<file path="src/rtl/bpsk_tx_sequencer_if.sv">
// Payload source handshake between an upstream bit source and bpsk_tx_sequencer.
// The source (master) keeps data_in/data_valid presented; the sequencer (slave) pulses data_rd for
// one cycle when it consumes the presented bit, and the source advances on each data_rd pulse.
// A consume with data_valid=0 is an underflow: the sequencer sends 0 and the source still advances.
interface bpsk_tx_sequencer_if;
  logic data_in;
  logic data_valid;
  logic data_rd;

  modport master (
    output data_in,
    output data_valid,
    input  data_rd
  );

  modport slave (
    input  data_in,
    input  data_valid,
    output data_rd
  );
endinterface

</file>
<file path="src/rtl/bpsk_tx_sequencer.sv">
// Framed BPSK symbol sequencer: paces symbol strobes at a programmable interval and
// emits preamble, payload (pulled from the source handshake) and guard symbols.
module bpsk_tx_sequencer #(
  parameter int PREAMBLE_LEN = 32,
  parameter int GUARD_LEN    = 8,
  parameter int CNT_W        = 16
) (
  input  logic                 clk,
  input  logic                 rst,
  input  logic                 start_i,
  input  logic                 abort_i,
  input  logic [CNT_W-1:0]     interval_i,
  input  logic [CNT_W-1:0]     payload_len_i,
  bpsk_tx_sequencer_if.slave   src,
  output logic                 sym_en_o,
  output logic                 bit_out_o,
  output logic [1:0]           phase_o,
  output logic                 busy_o,
  output logic                 done_o,
  output logic                 underflow_o,
  output logic [1:0]           state_dbg_o
);

  typedef enum logic [1:0] {
    S_IDLE  = 2'd0,
    S_PRE   = 2'd1,
    S_PAY   = 2'd2,
    S_GUARD = 2'd3
  } state_t;

  localparam logic [CNT_W-1:0] PRE_LAST = CNT_W'(PREAMBLE_LEN - 1);
  localparam logic [CNT_W-1:0] GRD_LAST = CNT_W'(GUARD_LEN - 1);
  localparam logic [CNT_W-1:0] ONE      = CNT_W'(1);

  state_t           state_q, state_d;
  logic [CNT_W-1:0] cnt_q, cnt_d;
  logic [CNT_W-1:0] sym_cnt_q, sym_cnt_d;
  logic [CNT_W-1:0] int_q, int_d;
  logic [CNT_W-1:0] len_q, len_d;
  logic             sym_en_q, sym_en_d;
  logic             data_rd_q, data_rd_d;
  logic             bit_q, bit_d;
  logic [1:0]       phase_q, phase_d;
  logic             busy_q, busy_d;
  logic             done_q, done_d;
  logic             under_q, under_d;
  logic             tick;

  // int_q is at least 1 whenever the FSM is out of IDLE, so int_q-1 never wraps here.
  assign tick = (state_q != S_IDLE) && (cnt_q == (int_q - ONE));

  always_ff @(posedge clk or negedge rst) begin
    if (!rst) begin
      state_q   <= S_IDLE;
      cnt_q     <= '0;
      sym_cnt_q <= '0;
      int_q     <= '0;
      len_q     <= '0;
      sym_en_q  <= 1'b0;
      data_rd_q <= 1'b0;
      bit_q     <= 1'b0;
      phase_q   <= 2'd0;
      busy_q    <= 1'b0;
      done_q    <= 1'b0;
      under_q   <= 1'b0;
    end else begin
      state_q   <= state_d;
      cnt_q     <= cnt_d;
      sym_cnt_q <= sym_cnt_d;
      int_q     <= int_d;
      len_q     <= len_d;
      sym_en_q  <= sym_en_d;
      data_rd_q <= data_rd_d;
      bit_q     <= bit_d;
      phase_q   <= phase_d;
      busy_q    <= busy_d;
      done_q    <= done_d;
      under_q   <= under_d;
    end
  end

  always_comb begin
    state_d   = state_q;
    cnt_d     = cnt_q;
    sym_cnt_d = sym_cnt_q;
    int_d     = int_q;
    len_d     = len_q;
    sym_en_d  = 1'b0;
    data_rd_d = 1'b0;
    bit_d     = bit_q;
    phase_d   = phase_q;
    busy_d    = busy_q;
    done_d    = 1'b0;
    under_d   = under_q;

    if (state_q == S_IDLE) begin
      busy_d  = 1'b0;
      phase_d = S_IDLE;
      // done_q marks the first IDLE cycle after a frame; a start seen there is dropped.
      if (start_i && !done_q) begin
        int_d     = (interval_i == '0) ? ONE : interval_i;
        len_d     = payload_len_i;
        cnt_d     = '0;
        sym_cnt_d = '0;
        under_d   = 1'b0;
        state_d   = S_PRE;
        busy_d    = 1'b1;
        phase_d   = S_PRE;
      end
    end else if (abort_i) begin
      state_d   = S_IDLE;
      cnt_d     = '0;
      sym_cnt_d = '0;
      busy_d    = 1'b0;
      phase_d   = S_IDLE;
    end else begin
      phase_d = state_q;
      cnt_d   = tick ? '0 : cnt_q + ONE;
      if (tick) begin
        sym_en_d  = 1'b1;
        sym_cnt_d = sym_cnt_q + ONE;
        case (state_q)
          S_PRE: begin
            bit_d = ~sym_cnt_q[0];
            if (sym_cnt_q == PRE_LAST) begin
              sym_cnt_d = '0;
              state_d   = (len_q == '0) ? S_GUARD : S_PAY;
            end
          end
          S_PAY: begin
            data_rd_d = 1'b1;
            bit_d     = src.data_valid & src.data_in;
            if (!src.data_valid) under_d = 1'b1;
            if (sym_cnt_q == (len_q - ONE)) begin
              sym_cnt_d = '0;
              state_d   = S_GUARD;
            end
          end
          default: begin
            bit_d = 1'b0;
            if (sym_cnt_q == GRD_LAST) begin
              sym_cnt_d = '0;
              state_d   = S_IDLE;
              done_d    = 1'b1;
            end
          end
        endcase
      end
    end
  end

  assign src.data_rd = data_rd_q;
  assign sym_en_o    = sym_en_q;
  assign bit_out_o   = bit_q;
  assign phase_o     = phase_q;
  assign busy_o      = busy_q;
  assign done_o      = done_q;
  assign underflow_o = under_q;
  assign state_dbg_o = state_q;

endmodule

</file>
<file path="src/flat_wrapper.sv">
// flat-port wrapper written by rule: the top's interface ports become plain ports
module bpsk_tx_sequencer_flat 
#(
  parameter int PREAMBLE_LEN = 32,
  parameter int GUARD_LEN    = 8,
  parameter int CNT_W        = 16
)
  (clk, rst, start_i, abort_i, interval_i, payload_len_i, sym_en_o, bit_out_o, phase_o, busy_o, done_o, underflow_o, state_dbg_o, src_data_in, src_data_valid, src_data_rd);
  bpsk_tx_sequencer_if src_i ();
  input  logic clk;
  input  logic rst;
  input  logic start_i;
  input  logic abort_i;
  input  logic [CNT_W-1:0] interval_i;
  input  logic [CNT_W-1:0] payload_len_i;
  output logic sym_en_o;
  output logic bit_out_o;
  output logic [1:0] phase_o;
  output logic busy_o;
  output logic done_o;
  output logic underflow_o;
  output logic [1:0] state_dbg_o;
  input wire logic [$bits(src_i.data_in)-1:0] src_data_in;
  input wire logic [$bits(src_i.data_valid)-1:0] src_data_valid;
  output wire logic [$bits(src_i.data_rd)-1:0] src_data_rd;
  assign src_i.data_in = src_data_in;
  assign src_i.data_valid = src_data_valid;
  assign src_data_rd = src_i.data_rd;
  bpsk_tx_sequencer #(.PREAMBLE_LEN(PREAMBLE_LEN), .GUARD_LEN(GUARD_LEN), .CNT_W(CNT_W)) u_core (.clk(clk), .rst(rst), .start_i(start_i), .abort_i(abort_i), .interval_i(interval_i), .payload_len_i(payload_len_i), .src(src_i), .sym_en_o(sym_en_o), .bit_out_o(bit_out_o), .phase_o(phase_o), .busy_o(busy_o), .done_o(done_o), .underflow_o(underflow_o), .state_dbg_o(state_dbg_o));
endmodule
</file>
<file path="config.mk">
export PLATFORM = sky130hd
export DESIGN_NAME = bpsk_tx_sequencer_flat
export DESIGN_NICKNAME = d
export VERILOG_FILES = /design/src/rtl/bpsk_tx_sequencer_if.sv /design/src/rtl/bpsk_tx_sequencer.sv /design/src/flat_wrapper.sv
export SDC_FILE = /design/constraint.sdc
export NUM_CORES = 1
export LEC_CHECK = 0
export CORE_ASPECT_RATIO = 1.75
export CORE_MARGIN = 4
export CORE_UTILIZATION = 45
export CTS_CLUSTER_DIAMETER = 100
export DETAILED_ROUTE_END_ITERATION = 12
export PLACE_DENSITY = 0.64
export RECOVER_POWER = 50
export SLEW_MARGIN = 25
export SYNTH_ARGS = -nofsm -noshare
export SYNTH_HDL_FRONTEND = slang
export SYNTH_SLANG_ARGS = --single-unit
</file>
<file path="constraint.sdc">
create_clock -name clk -period 3.7 [get_ports clk]
set_input_delay 0.37 -clock clk [delete_from_list [all_inputs] [get_ports clk]]
set_output_delay 0.37 -clock clk [all_outputs]
set_load 0.01 [all_outputs]
</file>
==> metrics.txt <==
slew of the pin with the lowest slew margin 2160 ps; Data required, critical path ~4000 ps; Final Hold Viols 0; Hold Crit Start u_core.busy_o; Top FF cell, synth dfrtp_1; fraction of layout cells with a size suffix above 1 0.1310; fin crit share 0.9718; Finished Cell Area 5597 um^2; worst r2r src u_core.int_q[6]; Max-Cap Viols 1; Reg2Reg Setup Slack between 100 and 150 ps; Num CTS Buffers 9; Initial Util 0.4599; EDFF count, synth 0; Die W 85.32 um; Clock Sinks 74; detailed-router iteration count before antenna repair 4; Post CTS Setup Buffer Count 0; number of I/O port buffers 47; DRC viols 0; Hold Path Sink u_core.busy_o; Slew Limit Fails 39; failing checks capacitance limit, slew limit; largest net degree at the start of global routing 39; FF-to-FF End u_core.sym_cnt_q[7]; area of the die about 12000 um^2; Vias between 3000 and 4000; Post-Syn Nets 539; Tmin final about 3600 ps; Worst path slowest cell or4_1; antenna cell count 0; synthesized area 4708 um^2; Max IR drop VDD between 0.3 and 0.4 mV; Place WS between 90 and 100 ps; Layout area overhead 18.87%; CTS tree yes; Final ANT Viol Nets 0; Worst Path Max Fanout 26; syn_area_per_cell 9.531 um^2; post-DR wirelength/cell roughly 18 um; nets 584; Setup crit end kind flop; top cells by area, synth dfrtp_1 (39%), mux2_2 (7.9%), xnor2_1 (4.1%); vias in the first global route 4036; Post-synth ARST share 1.000; dpl hpwl between 9000 and 10000 um; Lkg Pwr 2.272 nW; Die Y between 100 and 150 um; unrepaired setup endpoints after global routing true; critical setup path kind reg -> reg; total power roughly 3.4 mW; Worst EP arrival roughly 3800 ps; hold path depth 2; register bit total from synthesis 74; initial antenna violation count 0; Synthesis Warnings 0; outcome finished with violations; GRT Total Usage 0.2042; Final Wtd Congestion between 0.8 and 0.9; H-tree levels 3; register area share after synthesis 0.3933; crit path cell chain or4_1, buf_4, nor4_1, buf_4, mux2i_1, mux2i_1, a22oi_1, nor4_1, o21ai_1, buf_12, nor3b_1, a211o_1; first-pass GRT wire length approximately 20000 um; R2R depth 12; Synth cell types 63; fmax 278.1 MHz; total gr overflow 0; placed cell area around 5300 um^2; critical path's largest stage delay approximately 560 ps; IO Pins 48; startpoint types flop; Power Dens Cells between 600 and 700 nW/um^2; Syn Inst Count approximately 490; setup tns final 0 ps; worst hold path class reg -> reg; Setup violations, final 0; Worst slew margin -0.4397; Starting DRT DRC Count approximately 180; Final Skew just over 7 ps; final wirelength 11970 um; Core ar. ~10000 um^2; vias per inst approximately 5.9; Synth top area share 0.3933; CTS max path bufs 2; largest area contributor in the netlist dfrtp_1; row count approximately 50; insertion delay to the later sink of the worst-skew pair about 330 ps; setup ws final between 100 and 150 ps; Root Buffer clkbuf_16; Worst-path clk slew about 60 ps
==> power breakdown <==
part / switching (mW) / total [mW] / internal (mW)
Clock: 0.325 / 0.838 / 0.514
Combinational: 0.651 / 1.30 / 0.650
Sequential: 0.284 / 1.30 / 1.01
==> layout make-up <==
class                           instances  area [um^2]
Sequential cell                        74         1852
Tap cell                              127        158.9
Inverter                               20        75.07
Clock inverter                          3        42.54
Fill cell                             931         4642
Clock buffer                           11        232.7
Multi-Input combinational cell        372         2654
Timing Repair Buffer                   62        581.8
==> cells by family after synthesis <==
group,share of synthesized area
AOI/OAI and AO/OA,0.1369
xor gates and xnor gates,0.07547
adders and majority gates,0.01860
buffers and inverters,0.04597
DFF,0.3933
muxes,0.09168
and+or+nand+nor,0.2381
==> layout by cell type, fill, tap and decap left out, drive strengths merged, types with 7 or more instances in the layout <==
cell,instances
xor2,16
or3,12
clkbuf,14
ha,7
nor4,17
nor2,33
o21ai,23
a21oi,9
and3,8
xnor2,22
dfrtp,74
inv,20
nor3b,15
buf,13
or4,11
nand3,19
clkdlybuf4s50,46
nor3,12
nand2,34
a211o,12
nand4,7
mux2,33
==> critical path, delay by kind of cell, from the launching register on <==
family / cells / cell delay [ps]
buffers and inverters: 3 / 620
AO/OA/AOI/OAI: 3 / 880
multiplexers: 2 / 250
flip-flops: 1 / 440
AND/OR/NAND/NOR: 4 / 1290
==> stage by stage <==
stage,util,hold slack [ps],cells
global route,0.5466,522.6,669
finish,0.5466,481.1,669
detailed placement,0.5192,476.1,655
global placement,0.5192,467.7,655
CTS,0.5461,188.8,669
floorplan,-,74.41,494
==> synth_stat cells (all sizes together) (6+ instances only) <==
| master | count |
|---|---|
| inv | 20 |
| o21ai | 23 |
| and3 | 8 |
| dfrtp | 74 |
| or4 | 11 |
| buf | 6 |
| or3 | 12 |
| nand3 | 19 |
| nand2 | 34 |
| xnor2 | 22 |
| a21oi | 9 |
| nor3b | 15 |
| nor4 | 17 |
| nor2b | 6 |
| mux2 | 33 |
| clkbuf | 22 |
| mux2i | 6 |
| a211o | 12 |
| nor2 | 33 |
| nand4 | 7 |
| nor3 | 12 |
| xor2 | 16 |
| nand2b | 6 |
| ha | 7 |
==> metal layers <==
metal,routed length (um),vias up,track usage
met3,325,27,0.03213
met2,6863,68,0.3885
met5,0,-,0
met4,486,0,0.1034
li1,-,1905,-
met1,4296,1934,0.2116
==> repair_timing <==
| action | CTS | global route |
|---|---|---|
| endpoints found under the setup margin | 0 | 18 |
| hold buffers | 0 | 0 |
| gates resized for setup | 0 | 4 |
==> worst max path at each step <==
stage / to / slack, ps / start / cells after the start
after floorplan: u_core.sym_cnt_q[10] / 70 / u_core.int_q[5] / 13
after global placement: u_core.sym_cnt_q[10] / 160 / u_core.int_q[0] / 8
after detailed placement: u_core.sym_cnt_q[6] / 90 / u_core.int_q[0] / 8
after CTS: u_core.sym_cnt_q[6] / 80 / u_core.int_q[0] / 10
after global routing: u_core.state_dbg_o[0] / -10 / u_core.int_q[6] / 12
final: u_core.sym_cnt_q[7] / 100 / u_core.int_q[6] / 12
==> state kept, by name, summed over array words and instances, names as in the netlist <==
signal	count
u_core.bit_out_o	1
u_core.busy_o	1
u_core.cnt_q	16
u_core.done_o	1
u_core.int_q	16
u_core.len_q	16
u_core.phase_o	2
u_core.src.data_rd	1
u_core.state_dbg_o	2
u_core.sym_cnt_q	16
u_core.sym_en_o	1
u_core.underflow_o	1
Power figures use the tool's default switching activity.
